<file path="src/rtl/imm_decode_stage.sv">
`default_nettype none
// ============================================================================
//  Module   : imm_decode_stage
//  Purpose  : Pipelined immediate extraction for the decode path. It decodes
//             the format from the raw opcode and produces a sign- or
//             zero-extended XLEN-bit immediate, a format code and an illegal
//             flag. There is one cycle of latency, a valid/ready handshake on
//             both sides, an optional skid buffer and a flush input.
//  Ports    : clk, rst_n (synchronous, active low), flush_i
//             in_valid / in_ready / in_instr[31:0] / in_tag[TAG_W-1:0]
//             out_valid / out_ready / out_imm[XLEN-1:0] / out_fmt[2:0]
//             out_illegal / out_tag[TAG_W-1:0]
//  Revision : 1.0  initial release
// ============================================================================
module imm_decode_stage #(
  parameter int XLEN    = 32,
  parameter int TAG_W   = 8,
  parameter int SKID_EN = 1
) (
  input  logic             clk,
  input  logic             rst_n,
  input  logic             flush_i,
  input  logic             in_valid,
  output logic             in_ready,
  input  logic [31:0]      in_instr,
  input  logic [TAG_W-1:0] in_tag,
  output logic             out_valid,
  input  logic             out_ready,
  output logic [XLEN-1:0]  out_imm,
  output logic [2:0]       out_fmt,
  output logic             out_illegal,
  output logic [TAG_W-1:0] out_tag
);

  localparam logic [2:0] c_FMT_R   = 3'd0;
  localparam logic [2:0] c_FMT_I   = 3'd1;
  localparam logic [2:0] c_FMT_S   = 3'd2;
  localparam logic [2:0] c_FMT_B   = 3'd3;
  localparam logic [2:0] c_FMT_U   = 3'd4;
  localparam logic [2:0] c_FMT_J   = 3'd5;
  localparam logic [2:0] c_FMT_SH  = 3'd6;
  localparam logic [2:0] c_FMT_ILL = 3'd7;

  localparam logic [6:0] c_OP_LUI    = 7'b0110111;
  localparam logic [6:0] c_OP_AUIPC  = 7'b0010111;
  localparam logic [6:0] c_OP_JAL    = 7'b1101111;
  localparam logic [6:0] c_OP_BRANCH = 7'b1100011;
  localparam logic [6:0] c_OP_STORE  = 7'b0100011;
  localparam logic [6:0] c_OP_JALR   = 7'b1100111;
  localparam logic [6:0] c_OP_LOAD   = 7'b0000011;
  localparam logic [6:0] c_OP_MISC   = 7'b0001111;
  localparam logic [6:0] c_OP_IMM    = 7'b0010011;
  localparam logic [6:0] c_OP_IMM32  = 7'b0011011;
  localparam logic [6:0] c_OP_SYSTEM = 7'b1110011;
  localparam logic [6:0] c_OP_OP     = 7'b0110011;
  localparam logic [6:0] c_OP_OP32   = 7'b0111011;

  if ((XLEN != 32) && (XLEN != 64)) begin : g_bad_xlen
    $error("imm_decode_stage: XLEN must be 32 or 64");
  end

  // --------------------------------------------------------------------------
  // Combinational decode of the incoming instruction
  // --------------------------------------------------------------------------
  logic [6:0]      w_opcode;
  logic [2:0]      w_funct3;
  logic            w_is_shift;
  logic [XLEN-1:0] w_sext;
  logic [XLEN-1:0] w_imm;
  logic [2:0]      w_fmt;

  assign w_opcode   = in_instr[6:0];
  assign w_funct3   = in_instr[14:12];
  assign w_is_shift = (w_funct3 == 3'b001) || (w_funct3 == 3'b101);
  assign w_sext     = {XLEN{in_instr[31]}};

  // Sign-extended formats start from an all-sign vector and overwrite the low
  // bits, so the same code works for both XLEN values.
  always_comb begin
    w_imm = '0;
    w_fmt = c_FMT_ILL;
    case (w_opcode)
      c_OP_LUI, c_OP_AUIPC: begin
        w_imm        = w_sext;
        w_imm[31:0]  = {in_instr[31:12], 12'b0};
        w_fmt        = c_FMT_U;
      end
      c_OP_JAL: begin
        w_imm        = w_sext;
        w_imm[20:0]  = {in_instr[31], in_instr[19:12], in_instr[20], in_instr[30:21], 1'b0};
        w_fmt        = c_FMT_J;
      end
      c_OP_BRANCH: begin
        w_imm        = w_sext;
        w_imm[12:0]  = {in_instr[31], in_instr[7], in_instr[30:25], in_instr[11:8], 1'b0};
        w_fmt        = c_FMT_B;
      end
      c_OP_STORE: begin
        w_imm        = w_sext;
        w_imm[11:0]  = {in_instr[31:25], in_instr[11:7]};
        w_fmt        = c_FMT_S;
      end
      c_OP_JALR, c_OP_LOAD, c_OP_MISC: begin
        w_imm        = w_sext;
        w_imm[11:0]  = in_instr[31:20];
        w_fmt        = c_FMT_I;
      end
      c_OP_IMM: begin
        if (w_is_shift) begin
          // RV64 shifts use a 6-bit shamt, RV32 a 5-bit one.
          if (XLEN == 64) w_imm[5:0] = in_instr[25:20];
          else            w_imm[4:0] = in_instr[24:20];
          w_fmt = c_FMT_SH;
        end else begin
          w_imm       = w_sext;
          w_imm[11:0] = in_instr[31:20];
          w_fmt       = c_FMT_I;
        end
      end
      c_OP_IMM32: begin
        if (XLEN == 64) begin
          if (w_is_shift) begin
            w_imm[4:0] = in_instr[24:20];
            w_fmt      = c_FMT_SH;
          end else begin
            w_imm       = w_sext;
            w_imm[11:0] = in_instr[31:20];
            w_fmt       = c_FMT_I;
          end
        end
      end
      c_OP_SYSTEM: begin
        // CSR address is an unsigned index, never sign-extended.
        w_imm[11:0] = in_instr[31:20];
        w_fmt       = c_FMT_I;
      end
      c_OP_OP: begin
        w_fmt = c_FMT_R;
      end
      c_OP_OP32: begin
        if (XLEN == 64) w_fmt = c_FMT_R;
      end
      default: begin
        w_fmt = c_FMT_ILL;
      end
    endcase
  end

  // --------------------------------------------------------------------------
  // Output register plus optional skid entry
  // --------------------------------------------------------------------------
  logic             out_valid_q, out_valid_d;
  logic [XLEN-1:0]  out_imm_q,   out_imm_d;
  logic [2:0]       out_fmt_q,   out_fmt_d;
  logic [TAG_W-1:0] out_tag_q,   out_tag_d;
  logic             skid_valid_q, skid_valid_d;
  logic [XLEN-1:0]  skid_imm_q,  skid_imm_d;
  logic [2:0]       skid_fmt_q,  skid_fmt_d;
  logic [TAG_W-1:0] skid_tag_q,  skid_tag_d;
  logic             in_ready_q,  in_ready_d;

  logic w_in_ready;
  logic w_in_fire;
  logic w_out_fire;
  logic w_out_free;

  if (SKID_EN != 0) begin : g_skid_ready
    assign w_in_ready = in_ready_q;
  end else begin : g_comb_ready
    assign w_in_ready = ~out_valid_q | out_ready;
  end

  // A flushed cycle never accepts, even if in_ready is high.
  assign w_in_fire  = in_valid & w_in_ready & ~flush_i;
  assign w_out_fire = out_valid_q & out_ready;
  assign w_out_free = ~out_valid_q | w_out_fire;

  always_comb begin
    out_valid_d  = out_valid_q;
    out_imm_d    = out_imm_q;
    out_fmt_d    = out_fmt_q;
    out_tag_d    = out_tag_q;
    skid_valid_d = skid_valid_q;
    skid_imm_d   = skid_imm_q;
    skid_fmt_d   = skid_fmt_q;
    skid_tag_d   = skid_tag_q;
    if (flush_i) begin
      out_valid_d  = 1'b0;
      skid_valid_d = 1'b0;
    end else if (w_out_free) begin
      if (skid_valid_q) begin
        // Older skid entry advances first to keep order.
        out_valid_d  = 1'b1;
        out_imm_d    = skid_imm_q;
        out_fmt_d    = skid_fmt_q;
        out_tag_d    = skid_tag_q;
        skid_valid_d = w_in_fire;
        if (w_in_fire) begin
          skid_imm_d = w_imm;
          skid_fmt_d = w_fmt;
          skid_tag_d = in_tag;
        end
      end else begin
        out_valid_d = w_in_fire;
        if (w_in_fire) begin
          out_imm_d = w_imm;
          out_fmt_d = w_fmt;
          out_tag_d = in_tag;
        end
      end
    end else if (w_in_fire) begin
      // Output is stalled: only reachable with the skid buffer enabled.
      skid_valid_d = 1'b1;
      skid_imm_d   = w_imm;
      skid_fmt_d   = w_fmt;
      skid_tag_d   = in_tag;
    end
    in_ready_d = ~skid_valid_d;
  end

  always_ff @(posedge clk) begin
    if (!rst_n) begin
      out_valid_q  <= 1'b0;
      out_imm_q    <= '0;
      out_fmt_q    <= '0;
      out_tag_q    <= '0;
      skid_valid_q <= 1'b0;
      skid_imm_q   <= '0;
      skid_fmt_q   <= '0;
      skid_tag_q   <= '0;
      in_ready_q   <= 1'b1;
    end else begin
      out_valid_q  <= out_valid_d;
      out_imm_q    <= out_imm_d;
      out_fmt_q    <= out_fmt_d;
      out_tag_q    <= out_tag_d;
      skid_valid_q <= skid_valid_d;
      skid_imm_q   <= skid_imm_d;
      skid_fmt_q   <= skid_fmt_d;
      skid_tag_q   <= skid_tag_d;
      in_ready_q   <= in_ready_d;
    end
  end

  assign in_ready    = w_in_ready;
  assign out_valid   = out_valid_q;
  assign out_imm     = out_imm_q;
  assign out_fmt     = out_fmt_q;
  assign out_illegal = (out_fmt_q == c_FMT_ILL);
  assign out_tag     = out_tag_q;

endmodule
`default_nettype wire

</file>
<file path="config.mk">
export PLATFORM = sky130hd
export DESIGN_NAME = imm_decode_stage
export DESIGN_NICKNAME = d
export VERILOG_FILES = /design/src/rtl/imm_decode_stage.sv
export SDC_FILE = /design/constraint.sdc
export NUM_CORES = 1
export LEC_CHECK = 0
export ABC_AREA = 1
export BUFFER_PORTS_ARGS = -buffer_cell sky130_fd_sc_hd__buf_2
export CAP_MARGIN = 20
export CORE_MARGIN = 2
export CORE_UTILIZATION = 59
export CTS_CLUSTER_SIZE = 16
export DETAILED_ROUTE_END_ITERATION = 10
export PLACE_DENSITY_LB_ADDON = 0.05
export SYNTH_ARGS = -nofsm -noshare
export SYNTH_HDL_FRONTEND = slang
export SYNTH_SLANG_ARGS = --single-unit
</file>
<file path="constraint.sdc">
create_clock -name clk -period 2.9 [get_ports clk]
set_input_delay 0.435 -clock clk [delete_from_list [all_inputs] [get_ports clk]]
set_output_delay 0.435 -clock clk [all_outputs]
set_load 0.03 [all_outputs]
</file>
After elaboration in Yosys (flattened, before gate mapping)
Index checks and enable logic that the tools add are counted.
{ "op_classes": {"n_bitwise": 8, "muxes": 25, "n_eq_ne": 15, "reduce_logical": 8} }
{ "op_table": {"columns": ["cell", "count"], "rows": [
  ["32-bit two-way mux", 5],
  ["20-bit one-hot mux with 4 select lines", 1],
  ["12-bit one-hot mux with 5 select lines", 1],
  ["8-bit two-way mux", 5],
  ["7-bit == test, second input constant", 4],
  ["27-bit two-way mux", 1],
  ["7-bit by 6-bit == test with 1-bit output, second input constant", 3],
  ["3-bit one-hot mux with 7 select lines", 1],
  ["3-bit two-way mux", 6],
  ["7-bit by 5-bit == test with 1-bit output, second input constant", 2],
  ["7-bit by 2-bit == test with 1-bit output, second input constant", 1],
  ["7-bit by 4-bit == test with 1-bit output, second input constant", 1],
  ["3-bit == test, second input constant", 2],
  ["1-bit two-way mux", 5],
  ["5-bit OR reduction", 1],
  ["1-bit inverter", 4],
  ["2-bit OR reduction", 2],
  ["4-bit OR reduction", 1],
  ["1-bit AND", 3],
  ["3-bit by 1-bit == test with 1-bit output, second input constant", 1],
  ["3-bit AND reduction", 1],
  ["2-bit inequality test, second input constant", 1],
  ["2-bit AND reduction", 1],
  ["2-bit nonzero test", 1],
  ["2 further kinds", 2]
]} }
{ "word_totals": {"input_bits": 45, "register_bits": 89, "word_cells": 65, "out_inout_bits": 46} }

Longest topological paths before layout
{ "depth": {"ltp_word": 7, "ltp_mapped": 12, "mapped_depth_nobuf": 11} }

Worst setup path after synthesis
OpenSTA, ideal clock, no wires.
{ "synth_path": {"path_type": "reg-to-reg", "from": "register in_ready_q, in the netlist in_ready", "to": "register out_fmt_q[2], in the netlist out_fmt[2]", "stages_incl_launch_ff": 9, "setup_slack_ns": 1.256, "synth_period_minus_slack_ns": 1.644, "n_path_buf": 1, "required_time_ns": 2.780, "arrival_ns": 1.524, "setup_ns": 0.120, "cell_sequence": "dfxtp_1 nand2_1 nor2_1 o21ai_1 nor2_1 inv_2 clkbuf_1 a21oi_1 a21oi_1"} }
{ "synth_via": {"elab_chain_len": 4} }
{ "synth_lines": {"columns": ["element", "line_no", "source"], "rows": [
  ["start: declaration", "160", "logic in_ready_q, in_ready_d;"],
  ["start signal: assignment", "241", "in_ready_q <= in_ready_d;"],
  ["1-bit AND (2 in a row)", "174", "assign w_in_fire = in_valid & w_in_ready & ~flush_i;"],
  ["2-bit nonzero test (no source line)", null, null],
  ["3-bit AND reduction (no source line)", null, null],
  ["end signal: assignment", "235", "out_fmt_q <= out_fmt_d;"],
  ["end: declaration", "154", "logic [2:0] out_fmt_q, out_fmt_d;"]
]} }
No other way between the ends.
A chain may end at the register's enable or synchronous reset.

Worst setup path in the final report
{ "layout_path": {"from": "input in_instr[3]", "to": "register skid_fmt_q[2]"} }
{ "layout_via": {"elab_chain_len": 6, "elab_cells_between_ends": 17, "cone_classes": "eq/ne: 11; mux: 4; reduce/logical: 2"} }
{ "layout_lines": {"columns": ["element", "line_no", "source"], "rows": [
  ["start: declaration", "25", "input logic [31:0] in_instr,"],
  ["7-bit == test, or another cell as far along", "82", "case (w_opcode)"],
  ["4-bit OR reduction (no source line) / 2-bit OR reduction (equally long branches)", null, null],
  ["3-bit one-hot mux with 7 select lines (*)", "82", null],
  ["3-bit two-way mux (*)", "198, 211", null],
  ["3-bit two-way mux", "191", "if (skid_valid_q) begin"],
  ["3-bit two-way mux (*)", "190", "end else if (w_out_free) begin"],
  ["end signal: assignment", "239", "skid_fmt_q <= skid_fmt_d;"],
  ["end: declaration", "158", "logic [2:0] skid_fmt_q, skid_fmt_d;"]
]} }
Mark *: on every way between the ends. The rest lies on a longest branch, timed or not. The select of a mux whose other input is x is not followed.

==> flow_metrics.env <==
export IMPL_async_flop_share=0
export IMPL_p_per_area_nw_per_um2=477
export IMPL_grt_most_used_layer="met2"
export IMPL_irDropWorstVdd_v=0.000272
export IMPL_area_growth_pct=13.2
export IMPL_grt_usage=0.282
export IMPL_core_area_sq_um=7210
export IMPL_critPathBufInv=3
export IMPL_hold_violations=0
export IMPL_r2r_cells=8
export IMPL_synth_edff_count=0
export IMPL_ys_seq_elements=89
export IMPL_synth_ff_type="dfxtp_1"
export IMPL_fp_dieH_microns=90.2
export IMPL_io_pins=91
export IMPL_rr_endpoint="skid_fmt_q[2]"
export IMPL_n_fill_cell=693
export IMPL_cts_clk_slew_worst_paths_ns=0.09
export IMPL_rows=31
export IMPL_num_antenna_cells=0
export IMPL_cp_start_kind="input port"
export IMPL_relSlewSlack=0.307
export IMPL_vias_per_cell=5.52
export IMPL_drcViolationCount=0
export IMPL_fin_cells=812
export IMPL_syn_avg_cell_area_sq_um=6.80
export IMPL_crit_chain="buf_2, inv_1, nand2_1, nor2_1, nand3_1, nand2_1, nor2_1, nand3_1, nand2_1, o21ai_0, inv_1"
export IMPL_min_delay_start="in_tag[5]"
export IMPL_vias=4480
export IMPL_antenna_found_initial=0
export IMPL_syn_cell_area_sq_um=4390
export IMPL_tightestPinTransition_ns=1.04
export IMPL_critical_path_max_stage_delay_ns=0.42
export IMPL_maxCapViolations=0
export IMPL_first_iter_violations=294
export IMPL_grtUsageMet2=0.510
export IMPL_netlist_area_leader_share=0.406
export IMPL_yosysMostFrequentCell="nand2_1"
export IMPL_drive_above_1_share=0.205
export IMPL_post_cts_buffers=0
export IMPL_yosys_top_cells_count="97 x nand2_1, 92 x nor2_1, 89 x dfxtp_1"
export IMPL_crit_fanout=12
export IMPL_clockBufferDepth=2
export IMPL_fin_nets=753
export IMPL_finalMaxSlewViolations=0
export IMPL_ys_seq_area_frac=0.406
export IMPL_post_route_cell_area_sq_um=4970
export IMPL_met1_usage=0.338
export IMPL_ant_nets=0
export IMPL_cts_tree="yes"
export IMPL_timing_final_crit_share=0.636
export IMPL_regToRegStartpoint="skid_valid_q"
export IMPL_yosys_cell_types_count=32
export IMPL_grt_setup_unrepaired="no"
export IMPL_dp_cells=796
export IMPL_die_x_microns=90.2
export IMPL_die_area_sq_um=8140
export IMPL_min_period_ns=1.84
export IMPL_dpl_cell_area_sq_um=4780
export IMPL_hold_class="in2reg"
export IMPL_path_class="in2reg"
export IMPL_setup_viol=0
export IMPL_status="finished, final reports clean"
export IMPL_ys_top_cells_by_area="dfxtp_1 41%, o21ai_0 9.2%, a21oi_1 8.9%, nand2_1 8.3%, nor2_1 7.9%"
export IMPL_cpLargestDelayFamily="simple AND/OR/NAND/NOR gates"
export IMPL_cts_htree_levels=3
export IMPL_routedWlPerCell_microns=14.1
export IMPL_syn_inst=645
export IMPL_power_total_mw=2.37
export IMPL_syn_nets=690
export IMPL_clockRootBuffer="clkbuf_8"
export IMPL_power_leakage_nw=2.59
export IMPL_max_freq_mhz=542
export IMPL_overflow=0
export IMPL_met3_usage=0.0402
export IMPL_grt_max_degree=59
export IMPL_gp_congestion=0.845
export IMPL_dp_hpwl_microns=7150
export IMPL_dr_pass1_iters=5
export IMPL_cts_resized_gates=0
export IMPL_place_ws_ns=0.721
export IMPL_insertion_delay_ns=0.36
export IMPL_yosysTopAreaCell="dfxtp_1"
export IMPL_skew_ns=0.00803
export IMPL_crit_required_ns=3.15
export IMPL_crit_top_cell="nand2_1"
export IMPL_hold_path_cell_count=3
export IMPL_arrival_ns=2.09
export IMPL_wirelength_microns=11500
export IMPL_setup_slack_ns=1.06
export IMPL_yosysWarnings=0
export IMPL_slowest_stage="nand2_1"
export IMPL_clock_sinks=89
export IMPL_cts_buffers=9
export IMPL_port_buffers=90
export IMPL_ff2ff_setup_slack_ns=1.18
export IMPL_hold_buffers=0
export IMPL_grt_pass1_vias=4203
export IMPL_fin_tns_setup_ns=0
export IMPL_grt_pass1_wl_microns=19100
export IMPL_initial_utilization=0.608
export IMPL_holdPathEnd="out_tag[5]"
export IMPL_end_kind="flop"
[registers in the layout, summed over array words and instances (netlist names)]
name / flops
skid_imm_q: 32
out_tag: 8
skid_fmt_q: 3
skid_valid_q: 1
out_imm: 32
out_fmt: 3
out_valid: 1
skid_tag_q: 8
in_ready: 1
[final cells by class]
type | count | area [sq um] | share of cell area
multi-input combinational | 440 | 2100 | 0.424
tap | 99 | 124 | 0.0249
timing repair buffer | 96 | 495 | 0.0998
sequential | 89 | 1780 | 0.359
clock buffer | 9 | 124 | 0.0249
clock inverter | 7 | 63.8 | 0.0128
inverter | 72 | 272 | 0.0547
[cell usage in the layout (no fill, tap or decap), drive strengths merged]
cell / n
a21oi: 78
a31oi: 8
and3: 1
buf: 96
clkbuf: 9
clkinv: 4
clkinvlp: 1
dfxtp: 89
inv: 74
nand2: 104
nand3: 41
nand3b: 1
nand4: 7
nor2: 95
nor3: 3
o21ai: 101
o21bai: 1
[layer usage]
metal,share of wire,vias up
li1,-,2220
met1,0.43,2099
met2,0.50,138
met3,0.049,23
met4,0.023,0
met5,0,-
[power breakdown]
part           internal (mW)  switching, mW  total [mW]
Combinational         0.0874          0.200       0.288
Clock                  0.328          0.476       0.804
Sequential              1.26         0.0186        1.28
Total                   1.67          0.695        2.37
[through the flow]
step                hold slack [ns]  utilization
floorplan                     0.451            -
CTS                           0.332        0.688
finish                        0.342        0.688
global placement              0.456        0.662
global route                  0.351        0.688
detailed placement            0.466        0.662
[worst max path at each step]
stage                                 to  depth (start not counted)   startpoint
after floorplan               out_fmt[2]                          8     in_ready
after global placement    skid_imm_q[12]                         11  in_instr[1]
after detailed placement   skid_fmt_q[2]                         11  in_instr[3]
after CTS                  skid_fmt_q[2]                         11  in_instr[3]
after global routing       skid_fmt_q[1]                         11  in_instr[3]
final                      skid_fmt_q[2]                         11  in_instr[3]
[logic make-up after synthesis]
family | share of synthesized area
AOI/OAI and AO/OA | 0.220
DFF | 0.406
and+or+nand+nor | 0.258
buffers and inverters | 0.116
[worst register-to-register path: stages, from the launching register on]
cell     delay (ns)
dfxtp_2        0.47
inv_2          0.06
nand2_1        0.06
nand2_1        0.07
inv_2          0.62
nor2_1         0.10
nor2_1         0.10
o21ai_0        0.11
inv_1          0.07
Power figures use the tool's default switching activity.
